$ cat src/rtl/uart_transmitter_controller_pkg.sv
`default_nettype none
// ============================================================================
// Module   : uart_transmitter_controller_pkg
// Brief    : Shared types and constants for the UART transmitter controller.
// Revision : 1.0 - initial release
// ============================================================================
package uart_transmitter_controller_pkg;

    // Default payload width of one UART frame
    localparam int c_DATA_WIDTH_DEFAULT = 8;

    // Transmit sequencing states (3-bit encoding)
    typedef enum logic [2:0] {
        IDLE          = 3'd0,
        ALU_LOW_SEND  = 3'd1,
        ALU_LOW_WAIT  = 3'd2,
        ALU_HIGH_SEND = 3'd3,
        ALU_HIGH_WAIT = 3'd4,
        READ_SEND     = 3'd5,
        READ_WAIT     = 3'd6
    } tx_state_t;

endpackage : uart_transmitter_controller_pkg
`default_nettype wire

$ cat src/rtl/uart_tx_done_detect.sv
`default_nettype none
// ============================================================================
// Module   : uart_tx_done_detect
// Brief    : Flags the end of a transmitter frame: busy was high on the
//            previous cycle (pulse-generator Q) and is low now.
// Revision : 1.0 - initial release
// ============================================================================
module uart_tx_done_detect (
    input  logic i_busy_sync,
    input  logic i_busy_q,
    output logic o_frame_done
);

    // Falling edge of the synchronised busy flag
    assign o_frame_done = i_busy_q & ~i_busy_sync;

endmodule : uart_tx_done_detect
`default_nettype wire

$ cat src/rtl/uart_transmitter_controller.sv
`default_nettype none
// ============================================================================
// Module   : uart_transmitter_controller
// Brief    : Serialises ALU results (two bytes, low first) and register-file
//            read data (one byte) into the UART transmitter, and gates the
//            UART receiver controller while a sequence is in progress.
// Revision : 1.0 - initial release
// ============================================================================
module uart_transmitter_controller
    import uart_transmitter_controller_pkg::*;
#(
    parameter int DATA_WIDTH = c_DATA_WIDTH_DEFAULT
) (
    input  logic                    clk,
    input  logic                    reset,
    input  logic                    ALU_result_valid,
    input  logic [2*DATA_WIDTH-1:0] ALU_result,
    input  logic                    read_data_valid,
    input  logic [DATA_WIDTH-1:0]   read_data,
    input  logic                    transmitter_busy_synchronized,
    input  logic                    transmitter_Q_pulse_generator,
    output logic [DATA_WIDTH-1:0]   transmitter_parallel_data,
    output logic                    transmitter_parallel_data_valid,
    output logic                    UART_receiver_controller_enable
);

    tx_state_t                 r_state;
    logic [2*DATA_WIDTH-1:0]   r_captured;
    logic [DATA_WIDTH-1:0]     r_tx_data;
    logic                      r_tx_valid;
    logic                      r_rx_enable;
    logic                      w_frame_done;

    uart_tx_done_detect u_done_detect (
        .i_busy_sync  (transmitter_busy_synchronized),
        .i_busy_q     (transmitter_Q_pulse_generator),
        .o_frame_done (w_frame_done)
    );

    // Sequencing FSM; every output is registered and changes with the state.
    // Transmit data only changes on a load, so it stays stable through SEND
    // and WAIT and keeps the last byte sent while idle.
    always_ff @(posedge clk) begin
        if (reset) begin
            r_state     <= IDLE;
            r_captured  <= '0;
            r_tx_data   <= '0;
            r_tx_valid  <= 1'b0;
            r_rx_enable <= 1'b1;
        end else begin
            case (r_state)
                IDLE: begin
                    if (ALU_result_valid) begin
                        r_captured  <= ALU_result;
                        r_tx_data   <= ALU_result[DATA_WIDTH-1:0];
                        r_tx_valid  <= 1'b1;
                        r_rx_enable <= 1'b0;
                        r_state     <= ALU_LOW_SEND;
                    end else if (read_data_valid) begin
                        r_captured  <= {{DATA_WIDTH{1'b0}}, read_data};
                        r_tx_data   <= read_data;
                        r_tx_valid  <= 1'b1;
                        r_rx_enable <= 1'b0;
                        r_state     <= READ_SEND;
                    end
                end
                // Hold the request until the slow-domain transmitter reports busy
                ALU_LOW_SEND: begin
                    if (transmitter_busy_synchronized) begin
                        r_tx_valid <= 1'b0;
                        r_state    <= ALU_LOW_WAIT;
                    end
                end
                ALU_LOW_WAIT: begin
                    if (w_frame_done) begin
                        r_tx_data  <= r_captured[2*DATA_WIDTH-1:DATA_WIDTH];
                        r_tx_valid <= 1'b1;
                        r_state    <= ALU_HIGH_SEND;
                    end
                end
                ALU_HIGH_SEND: begin
                    if (transmitter_busy_synchronized) begin
                        r_tx_valid <= 1'b0;
                        r_state    <= ALU_HIGH_WAIT;
                    end
                end
                ALU_HIGH_WAIT: begin
                    if (w_frame_done) begin
                        r_rx_enable <= 1'b1;
                        r_state     <= IDLE;
                    end
                end
                READ_SEND: begin
                    if (transmitter_busy_synchronized) begin
                        r_tx_valid <= 1'b0;
                        r_state    <= READ_WAIT;
                    end
                end
                READ_WAIT: begin
                    if (w_frame_done) begin
                        r_rx_enable <= 1'b1;
                        r_state     <= IDLE;
                    end
                end
                default: begin
                    r_tx_valid  <= 1'b0;
                    r_rx_enable <= 1'b1;
                    r_state     <= IDLE;
                end
            endcase
        end
    end

    assign transmitter_parallel_data       = r_tx_data;
    assign transmitter_parallel_data_valid = r_tx_valid;
    assign UART_receiver_controller_enable = r_rx_enable;

endmodule : uart_transmitter_controller
`default_nettype wire

$ cat config.mk
export PLATFORM = sky130hd
export DESIGN_NAME = uart_transmitter_controller
export DESIGN_NICKNAME = d
export VERILOG_FILES = /design/src/rtl/uart_transmitter_controller_pkg.sv /design/src/rtl/uart_tx_done_detect.sv /design/src/rtl/uart_transmitter_controller.sv
export SDC_FILE = /design/constraint.sdc
export NUM_CORES = 1
export LEC_CHECK = 0
export CELL_PAD_IN_SITES_DETAIL_PLACEMENT = 1
export CELL_PAD_IN_SITES_GLOBAL_PLACEMENT = 2
export CORE_UTILIZATION = 26
export DETAILED_ROUTE_END_ITERATION = 10
export GPL_TIMING_DRIVEN = 0
export PLACE_DENSITY_LB_ADDON = 0.08
export SLEW_MARGIN = 20
export SYNTH_ARGS = -nofsm -noshare
export SYNTH_HDL_FRONTEND = slang
export SYNTH_HIERARCHICAL = 1
export SYNTH_SLANG_ARGS = --single-unit
$ cat constraint.sdc
create_clock -name clk -period 3.8 [get_ports clk]
set_clock_uncertainty 0.05 [all_clocks]
set_input_delay 0.76 -clock clk [delete_from_list [all_inputs] [get_ports clk]]
set_output_delay 0.76 -clock clk [all_outputs]
set_load 0.01 [all_outputs]
=== Word-level counts from Yosys, hierarchy flattened ===
Cells that the tools add are included.

* Register bits after elaboration: 29
* Input port bits: 30
* Output and inout bits: 10
* Word-level logic and storage cells: 55

* Equal/unequal tests: 13
* Multiplexer cells: 22
* Bitwise gates (word level): 4
* Reductions and logical operators: 11

{| class="wikitable"
|+ Operators with widths
! operator !! count
|-
| 16-bit 2-to-1 mux || 2
|-
| 8-bit 2-to-1 mux || 3
|-
| 3-bit 2-to-1 mux || 7
|-
| 3-bit case mux with 6 select lines || 1
|-
| 8-bit case mux with 2 select lines || 1
|-
| 3-bit equality test, second input constant || 3
|-
| 3-bit by 2-bit equality test with 1-bit output, second input constant || 2
|-
| 1-bit 2-to-1 mux || 6
|-
| 2-bit by 1-bit inequality test with 1-bit output, second input constant || 3
|-
| 2-bit inequality test, second input constant || 3
|-
| 3-bit AND reduction || 2
|-
| 6-bit AND reduction || 1
|-
| 1-bit case mux with 4 select lines || 1
|-
| 4-bit AND reduction || 1
|-
| 2-bit nonzero test || 2
|-
| 4-bit OR reduction || 1
|-
| 3-bit by 1-bit equality test with 1-bit output, second input constant || 1
|-
| 3-bit logical NOT || 1
|-
| 3-bit inequality test, second input constant || 1
|-
| 1-bit inverter || 3
|-
| 1-bit case mux with 3 select lines || 1
|-
| 3-bit OR reduction || 1
|-
| 2-bit AND reduction || 1
|-
| 2-bit OR reduction || 1
|-
| 1-bit AND || 1
|}

=== Logic depth before layout (Yosys ltp) ===
* Word-level depth: 4
* Gate-level depth with buffers: 7
* Depth with buffers taken out: 5

=== By module ===
Netlist, hierarchy kept.

{| class="wikitable"
|+ Modules (own cells, without submodules)
! module !! times used !! cells each !! area each (um2) !! seq. area each (um2)
|-
| uart_transmitter_controller || 1 || 120 || 1,059.8 || 420.4
|-
| uart_tx_done_detect || 1 || 1 || 13.8 || 0.0
|}

=== Worst setup path after synthesis ===
Ideal clock, no wire load.

* Kind: input port to flip-flop
* From: input port transmitter_Q_pulse_generator
* To: register r_tx_data[6] (netlist: transmitter_parallel_data[6])
* Setup time: 132 ps
* Data arrival time: 1,621 ps
* Data required time: 3,618 ps
* Path slack: 1,996 ps
* Cell stages on the path: 6
* Buffers on the path: 1
* Path through: nor2b_4 nor2b_2 or4_1 buf_4 nand2_1 a21oi_1

* Word-level cells in the longest chain between the ends: 3

{| class="wikitable"
|+ RTL lines
! item !! line !! text
|-
| start, declared || uart_transmitter_controller.sv:21 || <nowiki>input logic transmitter_Q_pulse_generator,</nowiki>
|-
| 1-bit AND || uart_tx_done_detect.sv:15 || <nowiki>assign o_frame_done = i_busy_q & ~i_busy_sync;</nowiki>
|-
| 2-bit by 1-bit inequality test with 1-bit output (no line) || n/a ||
|-
| 3-bit AND reduction (no line) || n/a ||
|-
| end signal, assigned || uart_transmitter_controller.sv:55 || <nowiki>r_tx_data <= ALU_result[DATA_WIDTH-1:0];</nowiki>
|-
| end signal, assigned || uart_transmitter_controller.sv:61 || <nowiki>r_tx_data <= read_data;</nowiki>
|-
| end signal, assigned || uart_transmitter_controller.sv:76 || <nowiki>r_tx_data <= r_captured[2*DATA_WIDTH-1:DATA_WIDTH];</nowiki>
|-
| end, declared || uart_transmitter_controller.sv:29 || <nowiki>logic [DATA_WIDTH-1:0] r_tx_data;</nowiki>
|}

No other way between the ends.
A chain may end at the register's enable or synchronous reset.

=== Final worst setup path ===
* From: input port transmitter_busy_synchronized
* To: register r_tx_data[7] (netlist: transmitter_parallel_data[7])

* Word-level cells in the longest chain between the ends: 4

{| class="wikitable"
|+ RTL lines
! item !! line !! text
|-
| start, declared || uart_transmitter_controller.sv:20 || <nowiki>input logic transmitter_busy_synchronized,</nowiki>
|-
| 1-bit inverter || uart_tx_done_detect.sv:15 ||
|-
| 1-bit AND || uart_tx_done_detect.sv:15 ||
|-
| named net w_frame_done || uart_transmitter_controller.sv:32 || <nowiki>logic w_frame_done;</nowiki>
|-
| 2-bit by 1-bit inequality test with 1-bit output (no line) || n/a ||
|-
| 3-bit AND reduction (no line) || n/a ||
|}

The timed path passes the listed nets, and every way through them passes these cells.

==> flow_metrics.py <==
metrics = {
    "global_routing": {
        "grt_pass1_vias": 981,
        "grt_max_degree": 12,
        "antenna_found_initial": 0,
        "grt_remaining_overflow": 0,
        "grt_pass1_wl_um": 4900,
        "grt_use_total": 0.149,
    },
    "synthesis": {
        "syn_area_per_cell_um2": 8.87,
        "synth_fp_nets": 151,
        "async_flop_share": 0,
        "netlist_area_um2": 1070,
        "ys_warn_count": 6,
        "synth_ff_type": "dfxtp_1",
        "synth_common_cells": "dfxtp_1, nand2_1, a21oi_1",
        "netlist.top_cell.by_area": "dfxtp_1",
        "synth_cell_types": 29,
        "ys_top_cells_by_area": "dfxtp_1, mux2i_1, nand2_1, a21oi_1, o211ai_1",
        "synthCells": 121,
        "synth_edf_count": 0,
        "synth-seq-area-share": 0.392,
        "synth_seq_cells": 21,
        "yosysTopAreaCellShare": 0.392,
    },
    "detailed_routing": {
        "drtIter0Drc": 52,
        "routed_wl_um": 2960,
        "ant_nets": 0,
        "avgViaCountPerCell": 4.84,
        "wl_per_cell_um": 14.0,
        "vias": 1027,
        "post-route-drc-count": 0,
        "drt-pass1-iter-count": 4,
    },
    "floorplan": {
        "io_pins": 40,
        "dieWidth_um": 66.3,
        "initial_utilization": 0.283,
        "die_height_um": 66.3,
        "die_area_um2": 4390,
        "coreArea_um2": 3800,
        "row_count": 22,
    },
    "run_status": {
        "outcome": "finished, final reports clean",
    },
    "timing": {
        "setup_violations": 0,
        "max_freq_mhz": 458,
        "worst_slew_pin_slew_ns": 0.608,
        "post-route-period-util": 0.575,
        "final_hold_viol_count": 0,
        "slew_viol_final": 0,
        "rsz0062_at_grt": "false",
        "min_period_ns": 2.18,
        "tns_ns": 0,
        "max_slew_margin": 0.592,
    },
    "worst_setup_path": {
        "cp.required_ns": 3.88,
        "end_kind": "flop",
        "cp-start-kind": "input pin",
        "setup.worst_path.class": "input pin to flop",
        "critPathMaxFanout": 9,
        "arrival_ns": 2.26,
    },
    "placed_design": {
        "portBuffers": 39,
        "hpwl_um": 2360,
        "gp_congestion": 0.678,
    },
    "clock_tree": {
        "cts_sinks": 21,
        "cts.path.max_buffers": 2,
        "clk_pin_slew_ns": 0.07,
        "ctsHoldBuffers": 0,
        "clockRootBuffer": "clkbuf_8",
        "cts_tree": "yes",
        "clk_latency_ns": 0.25,
        "postCtsSetupBuffers": 0,
        "cts_made_buffers": 3,
        "cts_max_level": 1,
        "post_cts_resized": 0,
    },
    "final_layout": {
        "drive_gt1_frac": 0.110,
        "utilization": 0.413,
        "diodes": 0,
        "nets": 195,
        "areaGrowthSynthToFinish_pct": 46.2,
    },
    "power": {
        "vdd_drop_max_v": 0.000196,
        "p_per_area_nw_per_um2": 386,
        "p_leak_nw": 0.602,
    },
    "flow_run": {
        "cap_violations": 0,
    },
    "worst_hold_path": {
        "holdCritPathClass": "flop to flop",
    },
}
[stage by stage]
stage	power (W)	cell area (um^2)	cells	setup slack (ns)	hold WS, ns
floorplan	0.000380	1070	121	2.00	0.416
global placement	0.000468	1520	208	1.37	0.394
detailed placement	0.000473	1520	208	1.33	0.402
CTS	0.000618	1570	212	1.61	0.412
global route	0.000652	1570	212	1.50	0.429
finish	0.000606	1570	212	1.62	0.407
[flip-flops by register name, summed over array words and instances (netlist names)]
register and count:
r_state 3, r_captured 8, UART_receiver_controller_enable 1, transmitter_parallel_data 8, transmitter_parallel_data_valid 1
[cell type report]
| type | count | area (um^2) |
|---|---|---|
| Fill cell | 457 | 2230 |
| Clock buffer | 4 | 45.0 |
| Timing Repair Buffer | 39 | 390 |
| Sequential cell | 21 | 420 |
| Tap cell | 48 | 60.1 |
| Inverter | 1 | 3.75 |
| Buffer | 10 | 83.8 |
| Multi-Input combinational cell | 89 | 566 |
[power breakdown]
group	internal (W)	switching (W)
clock	0.0000745	0.0000665
combinational	0.000110	0.0000944
sequential	0.000246	0.0000146
[worst max-delay path, cell delays in order]
cell and delay [ns]:
clkdlybuf4s50_1 0.52, nor2b_4 0.20, nor2b_2 0.07, or4_1 0.39
buf_4 0.18, nand2_1 0.07, a21oi_1 0.06
[worst paths after layout]
| path | startpoint | end | slack, ns | cells after the start |
|---|---|---|---|---|
| setup / recovery | transmitter_busy_synchronized | transmitter_parallel_data[7] | 1.62 | 7 |
| hold / removal | transmitter_parallel_data[0] | transmitter_parallel_data[0] | 0.41 | 2 |
| setup reg to reg | r_state[2] | transmitter_parallel_data[0] | 2.21 | 6 |
| hold reg to reg | transmitter_parallel_data[0] | transmitter_parallel_data[0] | 0.41 | 2 |
[cell usage in the layout (no fill, tap or decap)]
cell type / instances
and2_1: 1
clkbuf_8: 3
nor2b_2: 1
buf_6: 3
o211ai_1: 9
clkdlybuf4s50_1: 39
nand2_1: 21
buf_8: 1
dfxtp_1: 21
mux2_2: 1
nor2b_4: 1
o21ai_1: 1
or3b_1: 1
nor4_4: 1
or2_2: 1
nor2b_1: 1
a22oi_1: 8
buf_2: 3
buf_4: 1
mux2i_1: 9
or4_1: 1
o21ai_0: 2
clkbuf_1: 2
a221o_1: 1
inv_1: 1
nor2_1: 11
nor3_2: 1
a21oi_1: 14
dlygate4sd1_1: 1
mux4_2: 1
nor3_1: 2
[logic make-up (layout without fill, tap and decap cells)]
logic type	after synthesis	count (layout)	synth area share
and+or+nand+nor	43	43	0.204
buffers and inverters	11	54	0.0816
AOI/OAI and AO/OA	35	35	0.207
DFF	21	21	0.392
muxes	11	11	0.115
[routing by layer]
layer / track usage / up-vias / share of wire
li1: - / 519 / -
met4: 0.0239 / 0 / 0.0061
met3: 0.0466 / 2 / 0.071
met1: 0.210 / 476 / 0.49
met5: 0 / - / 0
met2: 0.222 / 30 / 0.43
(Power assumes the default switching activity.)
